**src/rtl/fetch_stage.sv**
```systemverilog
// fetch_stage: instruction-fetch stage plus IF/ID pipeline register.
// Keeps the PC, fetches one word at a time over a req/ready handshake,
// freezes on stall_pc, and redirects on taken branches, discarding any
// wrong-path fetch that is already in flight.
// Optional feature macro: FETCH_MISALIGN_EXC_EN (adds exc_misaligned and
// stops fetching at a misaligned PC instead of masking address bits).
//
// Handshake: imem_req is a valid-style request. Once raised, imem_addr
// stays fixed until a cycle in which imem_ready is sampled high; that
// cycle completes the transfer (imem_ready may already be high in the
// first request cycle). The response cannot be refused. A reset abandons
// any open request.
module fetch_stage #(
  parameter logic [31:0] RESET_PC  = 32'h0000_1000,
  parameter logic [31:0] NOP_INSTR = 32'h0000_0000
) (
  input  logic        clk,
  input  logic        reset,
  input  logic        stall_pc,
  input  logic        branch_taken,
  input  logic [31:0] branch_target,
  output logic        imem_req,
  output logic [31:0] imem_addr,
  input  logic        imem_ready,
  input  logic [31:0] imem_data,
  output logic [31:0] ir,
  output logic [31:0] next_pc,
  output logic        valid,
  output logic        fetch_busy,
`ifdef FETCH_MISALIGN_EXC_EN
  output logic        exc_misaligned,
`endif
  output logic [1:0]  dbg_state
);

  typedef enum logic [1:0] {
    S_FETCH = 2'd0,
    S_HOLD  = 2'd1,
    S_KILL  = 2'd2
  } state_t;

  state_t      state_q, state_d;
  logic [31:0] pc_q, pc_d;
  logic [31:0] req_addr_q, req_addr_d;
  logic [31:0] hold_buf_q, hold_buf_d;
  logic [31:0] hold_pc_q, hold_pc_d;
  logic [31:0] ir_q, next_pc_q;
  logic        valid_q;

  // IF/ID load request and the values to load.
  logic        ifid_load;
  logic [31:0] ld_ir, ld_next_pc;
  logic        ld_valid;

`ifdef FETCH_MISALIGN_EXC_EN
  logic misaligned;
  logic exc_q, exc_set;
  assign misaligned = (req_addr_q[1:0] != 2'b00);
`endif

  // State register.
  always_ff @(posedge clk or negedge reset) begin
    if (!reset) state_q <= S_FETCH;
    else        state_q <= state_d;
  end

  // Next-state logic; stall_pc outranks branch_taken everywhere.
  always_comb begin
    state_d = state_q;
    case (state_q)
      S_FETCH: begin
`ifdef FETCH_MISALIGN_EXC_EN
        if (misaligned) state_d = S_FETCH;
        else
`endif
        if (imem_ready) state_d = stall_pc ? S_HOLD : S_FETCH;
        else if (!stall_pc && branch_taken) state_d = S_KILL;
      end
      S_HOLD:  if (!stall_pc) state_d = S_FETCH;
      S_KILL:  if (imem_ready) state_d = S_FETCH;
      default: state_d = S_FETCH;
    endcase
  end

  // Output logic: request only in FETCH/KILL and never during reset.
  always_comb begin
    imem_req = reset && (state_q == S_KILL || state_q == S_FETCH);
`ifdef FETCH_MISALIGN_EXC_EN
    if (state_q == S_FETCH && misaligned) imem_req = 1'b0;
    imem_addr = req_addr_q;
`else
    imem_addr = {req_addr_q[31:2], 2'b00};
`endif
    fetch_busy = imem_req && !imem_ready;
    dbg_state  = state_q;
  end

  // Datapath next-state: PC, request address, hold buffer, IF/ID load.
  always_comb begin
    pc_d       = pc_q;
    req_addr_d = req_addr_q;
    hold_buf_d = hold_buf_q;
    hold_pc_d  = hold_pc_q;
    ifid_load  = 1'b0;
    ld_ir      = NOP_INSTR;
    ld_valid   = 1'b0;
    ld_next_pc = next_pc_q;
`ifdef FETCH_MISALIGN_EXC_EN
    exc_set    = 1'b0;
`endif
    case (state_q)
      S_FETCH: begin
`ifdef FETCH_MISALIGN_EXC_EN
        if (misaligned) begin
          // No request; report once, then idle until redirected.
          if (!stall_pc) begin
            if (branch_taken) begin
              ifid_load  = 1'b1;
              pc_d       = branch_target;
              req_addr_d = branch_target;
            end else if (!exc_q) begin
              ifid_load  = 1'b1;
              ld_valid   = 1'b1;
              ld_next_pc = req_addr_q;
              exc_set    = 1'b1;
            end
          end
        end else
`endif
        begin
          if (imem_ready) begin
            if (stall_pc) begin
              // Park the word; IF/ID stays frozen.
              hold_buf_d = imem_data;
              hold_pc_d  = req_addr_q + 32'd4;
              pc_d       = req_addr_q + 32'd4;
            end else if (branch_taken) begin
              // Wrong-path word: drop it and redirect.
              ifid_load  = 1'b1;
              pc_d       = branch_target;
              req_addr_d = branch_target;
            end else begin
              ifid_load  = 1'b1;
              ld_ir      = imem_data;
              ld_valid   = 1'b1;
              ld_next_pc = req_addr_q + 32'd4;
              pc_d       = req_addr_q + 32'd4;
              req_addr_d = req_addr_q + 32'd4;
            end
          end else if (!stall_pc) begin
            // Waiting on memory: bubble; a branch must let the request finish.
            ifid_load = 1'b1;
            if (branch_taken) pc_d = branch_target;
          end
        end
      end
      S_HOLD: begin
        if (!stall_pc) begin
          ifid_load = 1'b1;
          if (branch_taken) begin
            pc_d       = branch_target;
            req_addr_d = branch_target;
          end else begin
            ld_ir      = hold_buf_q;
            ld_valid   = 1'b1;
            ld_next_pc = hold_pc_q;
            req_addr_d = pc_q;
          end
        end
      end
      S_KILL: begin
        // Old request still open; its data is discarded. Latest target wins.
        if (!stall_pc) begin
          ifid_load = 1'b1;
          if (branch_taken) pc_d = branch_target;
        end
        if (imem_ready) req_addr_d = (!stall_pc && branch_taken) ? branch_target : pc_q;
      end
      default: ;
    endcase
  end

  // Datapath and IF/ID registers.
  always_ff @(posedge clk or negedge reset) begin
    if (!reset) begin
      pc_q       <= RESET_PC;
      req_addr_q <= RESET_PC;
      hold_buf_q <= 32'd0;
      hold_pc_q  <= 32'd0;
      ir_q       <= NOP_INSTR;
      next_pc_q  <= 32'd0;
      valid_q    <= 1'b0;
    end else begin
      pc_q       <= pc_d;
      req_addr_q <= req_addr_d;
      hold_buf_q <= hold_buf_d;
      hold_pc_q  <= hold_pc_d;
      if (ifid_load) begin
        ir_q      <= ld_ir;
        next_pc_q <= ld_next_pc;
        valid_q   <= ld_valid;
      end
    end
  end

`ifdef FETCH_MISALIGN_EXC_EN
  // Misalignment flag follows every IF/ID load.
  always_ff @(posedge clk or negedge reset) begin
    if (!reset)         exc_q <= 1'b0;
    else if (ifid_load) exc_q <= exc_set;
  end
  assign exc_misaligned = exc_q;
`endif

  assign ir      = ir_q;
  assign next_pc = next_pc_q;
  assign valid   = valid_q;

endmodule

```
**config.mk**
```make
export PLATFORM = sky130hd
export DESIGN_NAME = fetch_stage
export DESIGN_NICKNAME = d
export VERILOG_FILES = /design/src/rtl/fetch_stage.sv
export SDC_FILE = /design/constraint.sdc
export NUM_CORES = 1
export LEC_CHECK = 0
export CORE_MARGIN = 4
export CORE_UTILIZATION = 51
export CTS_BUF_LIST = sky130_fd_sc_hd__clkbuf_8
export DETAILED_ROUTE_END_ITERATION = 8
export DONT_BUFFER_PORTS = 1
export GPL_ROUTABILITY_DRIVEN = 1
export PLACE_DENSITY = 0.78
export SYNTH_ARGS = -nofsm -noshare
export SYNTH_HDL_FRONTEND = slang
export SYNTH_SLANG_ARGS = --single-unit
```
**constraint.sdc**
```tcl
create_clock -name clk -period 3.1 [get_ports clk]
set_input_delay 0.62 -clock clk [delete_from_list [all_inputs] [get_ports clk]]
set_output_delay 0.62 -clock clk [all_outputs]
set_load 0.02 [all_outputs]
```
==> qor.txt, run 1 <==
DRC Markers = 0
Post-CTS Setup Inserts = 0
largest net degree at the start of global routing = 197
Syn-to-layout area delta = 5.19%
most common flop cell mapped by yosys = dfrtp_1
remaining global-route overflow = 0
DRT iter0 DRCs = 761
CP Launch Type = register
Tcrit/Tclk final = 91.4%
Via density = 6.45
Ys Warns = 0
Slew Viols, Final = 0
Post-Synth Adder-Cell Area = 0.730%
global-route wire length before repair = 44800 um
Commonest cells post-synth = 193 x dfrtp_1, 135 x nand2_1, 116 x o21ai_0
sequential share of the synthesized area = 47.5%
Final min period = 2.83 ns
critical path type = register to output port
leading area contributor after synthesis = dfrtp_1
measured slew at the worst slew-check pin = 1.22 ns
Final Hold Fails = 193
post-DP HPWL = 19600 um
total leakage power = 4.38 nW
initial antenna violation count = 0
GRT Resource Usage Total = 25.6%
post-synthesis mux area share = 7.57%
MaxCap Viol Count = 0
core area = 0.0197 mm^2
Hold WC Path Type = primary input to asynchronous set/reset pin
max_slew headroom = 18.6%
routed len/inst = 22.3 um
Layout Utilization = 55.0%
io pins = 170
Worst-path clk slew = 0.13 ns
Yosys reg bits = 195
PwrDens = 1020 mW/mm^2
Final Skew = 0.0178 ns
fin nets = 1087
simple-gate share of the synthesized area = 13.7%
clock tree buffer depth = 2
top cell type's share of synthesized area = 47.0%
RSZ-0062 raised after global routing = no
xor/xnor share of the synthesized area = 1.96%
complex-gate fraction of the synthesized area = 21.9%
routability congestion estimate = 0.904
drt first pass iters = 5
Vias = 8316
ant diodes = 0
Fmax = 353 MHz
Critical Path AT = 2.21 ns
cell count after synthesis = 1078
CTS tree = done
# clock sinks = 195
Worst setup EP type = output port
Place WS = 0.535 ns
root buf cell = clkbuf_8
share of cells above drive strength 1 = 13.1%
PnR worst setup slack = 0.267 ns
WHS = -0.193 ns
main combinational cell family by area after synthesis = compound AO/OA/AOI/OAI gates
setup TNS = 0 ns
Tot Pwr = 11.1 mW
worst-path fanout max = 11
Synth cell types = 67
Chip Width = 150 um
initial core utilization = 52.3%
failing checks = negative hold slack
Clock Latency Late Sink = 0.49 ns
Num CTS Buffers = 17
most frequent cell after synthesis = dfrtp_1
Die Area = 0.0225 mm^2
ANT nets after route = 0
PortBufs = 0
Mapped Avg Cell Area = 9.54 um^2
H-tree depth = 4
Post-synth EDFFs = 0
Rows = 51
vias in the first global route = 8049
Synth Cell Area = 0.0103 mm^2
die height = 150 um
top post-synthesis cells by area = dfrtp_1 47%, o21ai_0 5.6%, mux2_2 5.0%
Worst EP required = 2.48 ns
status = finished with violations
peak supply drop = 0.000518 V
Routed WL = 28700 um
async set-or-reset flop fraction in the synthesized netlist = 100%
# setup viols final = 0
[worst paths after layout]
path / slack (ns) / from / endpoint / cells after the start
setup reg to reg: 0.49 / dbg_state[0] / next_pc[31] / 8
setup / recovery: 0.27 / dbg_state[1] / fetch_busy / 4
max in group asynchronous: 2.83 / reset / req_addr_q[12] / 0
min in group clk: 0.22 / imem_ready / dbg_state[0] / 1
hold / removal: -0.19 / reset / req_addr_q[16] / 0
hold reg to reg: 0.48 / hold_pc_q[24] / hold_pc_q[24] / 2
[layout make-up]
class                   instances  area, um^2
inverters                      16        60.1
multi-input cells             744        4760
repair buffers                 38         310
fillers                      1756        8840
clock inverters                15         238
well taps                     265         332
clock buffers                  17         234
flip-flops and latches        195        4880
[registers in the layout, summed over array words and instances, names as in the netlist]
register    count
hold_buf_q     32
pc_q           32
dbg_state       2
valid           1
req_addr_q     32
hold_pc_q      32
next_pc        32
ir             32
[power by group]
part | total (mW) | switching (mW) | internal (mW)
clock | 1.88 | 1.19 | 0.688
sequential | 5.12 | 1.49 | 3.63
combinational | 4.07 | 2.42 | 1.65
[timing repair]
action,in CTS,in global routing
gates resized for setup,0,1
endpoints found under the hold margin,195,194
setup endpoints to repair,0,1
[stage by stage]
step | area, um^2 | cells
after CTS | 10800 | 1290
final | 10800 | 1290
after detailed placement | 10300 | 1258
after floorplan | 10300 | 1079
after global placement | 10300 | 1258
after global routing | 10800 | 1290
[layout by cell type, fill, tap and decap left out, drive strengths merged, types with 13 or more instances in the layout]
| master | synthesis | layout |
|---|---|---|
| inv | 16 | 27 |
| nor4 | 14 | 14 |
| buf | 53 | 38 |
| a21oi | 50 | 50 |
| clkbuf | 71 | 17 |
| o21ai | 118 | 118 |
| mux2i | 26 | 26 |
| nor2 | 56 | 56 |
| xnor2 | 16 | 16 |
| o221ai | 13 | 13 |
| a22oi | 44 | 44 |
| dfrtp | 193 | 193 |
| nor3 | 23 | 23 |
| nand3 | 20 | 20 |
| o22a | 14 | 14 |
| nand2 | 135 | 135 |
| mux2 | 46 | 46 |
[per-layer routing]
metal	vias to the layer above	routed length, um	part of all wire (%)	track usage [%]
met5	-	0	0	0
met4	0	940	3.3	9.52
met3	65	3460	12	9.90
met2	414	13500	47	40.5
met1	4066	10800	38	31.9
li1	3771	-	-	-
[critical path, cell delays in order, from the launching register on]
cell and delay (ns):
dfrtp_1 0.37, buf_4 0.19, ha_2 0.38, o21a_1 0.37, nor2b_1 0.41
[cell families (layout without fill, tap and decap cells)]
kind of cell,Yosys count,count (layout)
fa+ha+maj,6,6
simple gates,297,297
buf+inv,140,86
flops,195,195
other cells,1,2
mux,72,72
compound gates,344,344
xor+xnor,23,23
(Power assumes the default switching activity.)
==> run 2: changes to the inputs <==
- GPL_ROUTABILITY_DRIVEN: 1 -> unset
- SKIP_LAST_GASP: unset -> 1
==> results of run 2 <==
Final layout, timing and power as in run 1 (identical DEF).
==> run 3: changes to the inputs <==
- CORE_ASPECT_RATIO: unset -> 0.8
- CORE_MARGIN: 4 -> 8
==> qor.txt, run 3 (synthesis gave the netlist of run 1 again) <==
Layout Utilization = 54.4% (-0.62 points)
die height = 143 um (-4.7%)
Syn-to-layout area delta = 4.77%
remaining global-route overflow = 0 (unchanged)
GRT Resource Usage Total = 23.6% (-1.9 points)
PnR worst setup slack = 0.131 ns (-0.136 ns)
internal reg-to-reg setup slack = 0.38 ns (-0.11 ns)
Vias = 8407 (+1.1%)
# setup viols final = 0 (unchanged)
Num CTS Buffers = 17 (unchanged)
root buf cell = clkbuf_8
Routed WL = 29900 um (+4.1%)
FILL cells = 1780 (+1.4%)
DRT iter0 DRCs = 1103 (+45%)
Die Area = 0.0250 mm^2 (+11%)
Slew Viols, Final = 0 (unchanged)
Worst setup EP type = output port
worst-path fanout max = 9 (-2)
MaxCap Viol Count = 0 (unchanged)
initial core utilization = 51.9% (-0.38 points)
CTS tree = done
R2R cell count = 8 (unchanged)
ANT nets after route = 0 (unchanged)
setup TNS = 0 ns (unchanged)
Worst EP required = 2.48 ns (about the same)
most common cell after layout, fill and taps aside = dfrtp_1
Critical R2R Capture = req_addr_q[19]
Final Hold Fails = 193 (unchanged)
Clock Latency Late Sink = 0.48 ns (about the same)
Post-Place Cells = 1256 (-0.16%)
ant diodes = 0 (unchanged)
Via density = 6.53 (+1.3%)
Final min period = 2.97 ns (+0.136 ns)
measured slew at the worst slew-check pin = 1.18 ns (-0.0361 ns)
Tcrit/Tclk final = 95.8% (+4.4 points)
worst r2r src = dbg_state[0]
Post-CTS Setup Inserts = 0 (unchanged)
drt first pass iters = 6 (+1)
Fmax = 337 MHz (-4.6%)
Final Skew = 0.0238 ns (+0.00605 ns)
Place WS = 0.405 ns (-0.131 ns)
Hold WC Path Type = primary input to asynchronous set/reset pin
io pins = 170 (unchanged)
slowest stage delay, CP = 0.54 ns (+0.13 ns)
failing checks = negative hold slack
global-route wire length before repair = 46400 um (+3.6%)
max_slew headroom = 21.0% (+2.4 points)
initial antenna violation count = 0 (unchanged)
most frequent cells in the layout = 193 x dfrtp_1, 135 x nand2_1, 116 x o21ai_0
core area = 0.0198 mm^2 (+0.74%)
share of cells above drive strength 1 = 13.2% (+0.11 points)
PortBufs = 0 (unchanged)
CP Cell Sequence = inv_1, ha_1, o21a_1, nor2b_2
DRC Markers = 0 (unchanged)
PwrDens = 1020 mW/mm^2 (-0.78%)
WHS = -0.181 ns (+0.0124 ns)
total leakage power = 4.36 nW (-0.48%)
post-DP HPWL = 20700 um (+5.3%)
critical path type = register to output port
clock tree buffer depth = 2 (unchanged)
status = finished with violations
Tot Pwr = 10.9 mW (-1.2%)
critical path's slowest cell = dfrtp_1
largest net degree at the start of global routing = 197 (unchanged)
peak supply drop = 0.000485 V (-6.2%)
RSZ-0062 raised after global routing = no
routed len/inst = 23.2 um (+4.2%)
Chip Width = 175 um (+17%)
vias in the first global route = 7961 (-1.1%)
final instance area = 0.0108 mm^2 (-0.39%)
area of placed instances = 0.0103 mm^2 (about the same)
final cell count without fillers = 1288 (-0.16%)
routability congestion estimate = 0.912 (+0.91%)
H-tree depth = 4 (unchanged)
# clock sinks = 195 (unchanged)
Rows = 46 (-9.8%)
CP Launch Type = register
fin nets = 1086 (-0.092%)
Worst-path clk slew = 0.12 ns (about the same)
Critical Path AT = 2.35 ns (+0.14 ns)
run 3: where the power goes:
part / total (mW) / internal, mW / switching (mW)
Sequential: 5.10 / 3.63 / 1.47
Combinational: 4.11 / 1.65 / 2.46
Clock: 1.73 / 0.689 / 1.04
run 3: how the worst max path moves through the flow:
stage,cells past startpoint,to,slack (ns),startpoint
2_1_floorplan,5,fetch_busy,0.79,dbg_state[0]
3_3_place_gp,7,req_addr_q[23],0.53,dbg_state[0]
3_5_place_dp,7,req_addr_q[26],0.40,dbg_state[0]
4_1_cts,4,fetch_busy,0.06,dbg_state[0]
5_1_grt,4,fetch_busy,0.03,dbg_state[0]
6_report,4,fetch_busy,0.13,dbg_state[0]
run 3: final cells by class:
type                       instances  area, um^2  area share [%]
sequential                       195        4880            45.3
timing repair buffer              37         315            2.93
tap                              264         330            3.07
multi-input combinational        744        4770            44.2
clock inverter                    15         183            1.70
clock buffer                      17         234            2.17
inverter                          16        60.1           0.558
run 3: critical path: cells and delay by family (launching register included):
family          cells  cell delay, ns
flops               1            0.54
fa+ha+maj           1            0.42
compound gates      1            0.38
simple gates        1            0.34
buf+inv             1            0.19
run 3: repair_timing:
| item | CTS | global route |
|---|---|---|
| gates resized for setup | 1 | 1 |
| setup endpoints to repair | 1 | 1 |
| gates cloned | 0 | 0 |
| hold endpoints to repair | 194 | 195 |
| pin swaps | 0 | 0 |
run 3: metal layers:
layer	part of all wire, %	GRT usage, %	vias to the layer above
met2	46	35.7	470
met5	0	0	-
met3	13	9.61	65
met4	2.9	9.31	0
met1	39	29.9	4099
li1	-	-	3773
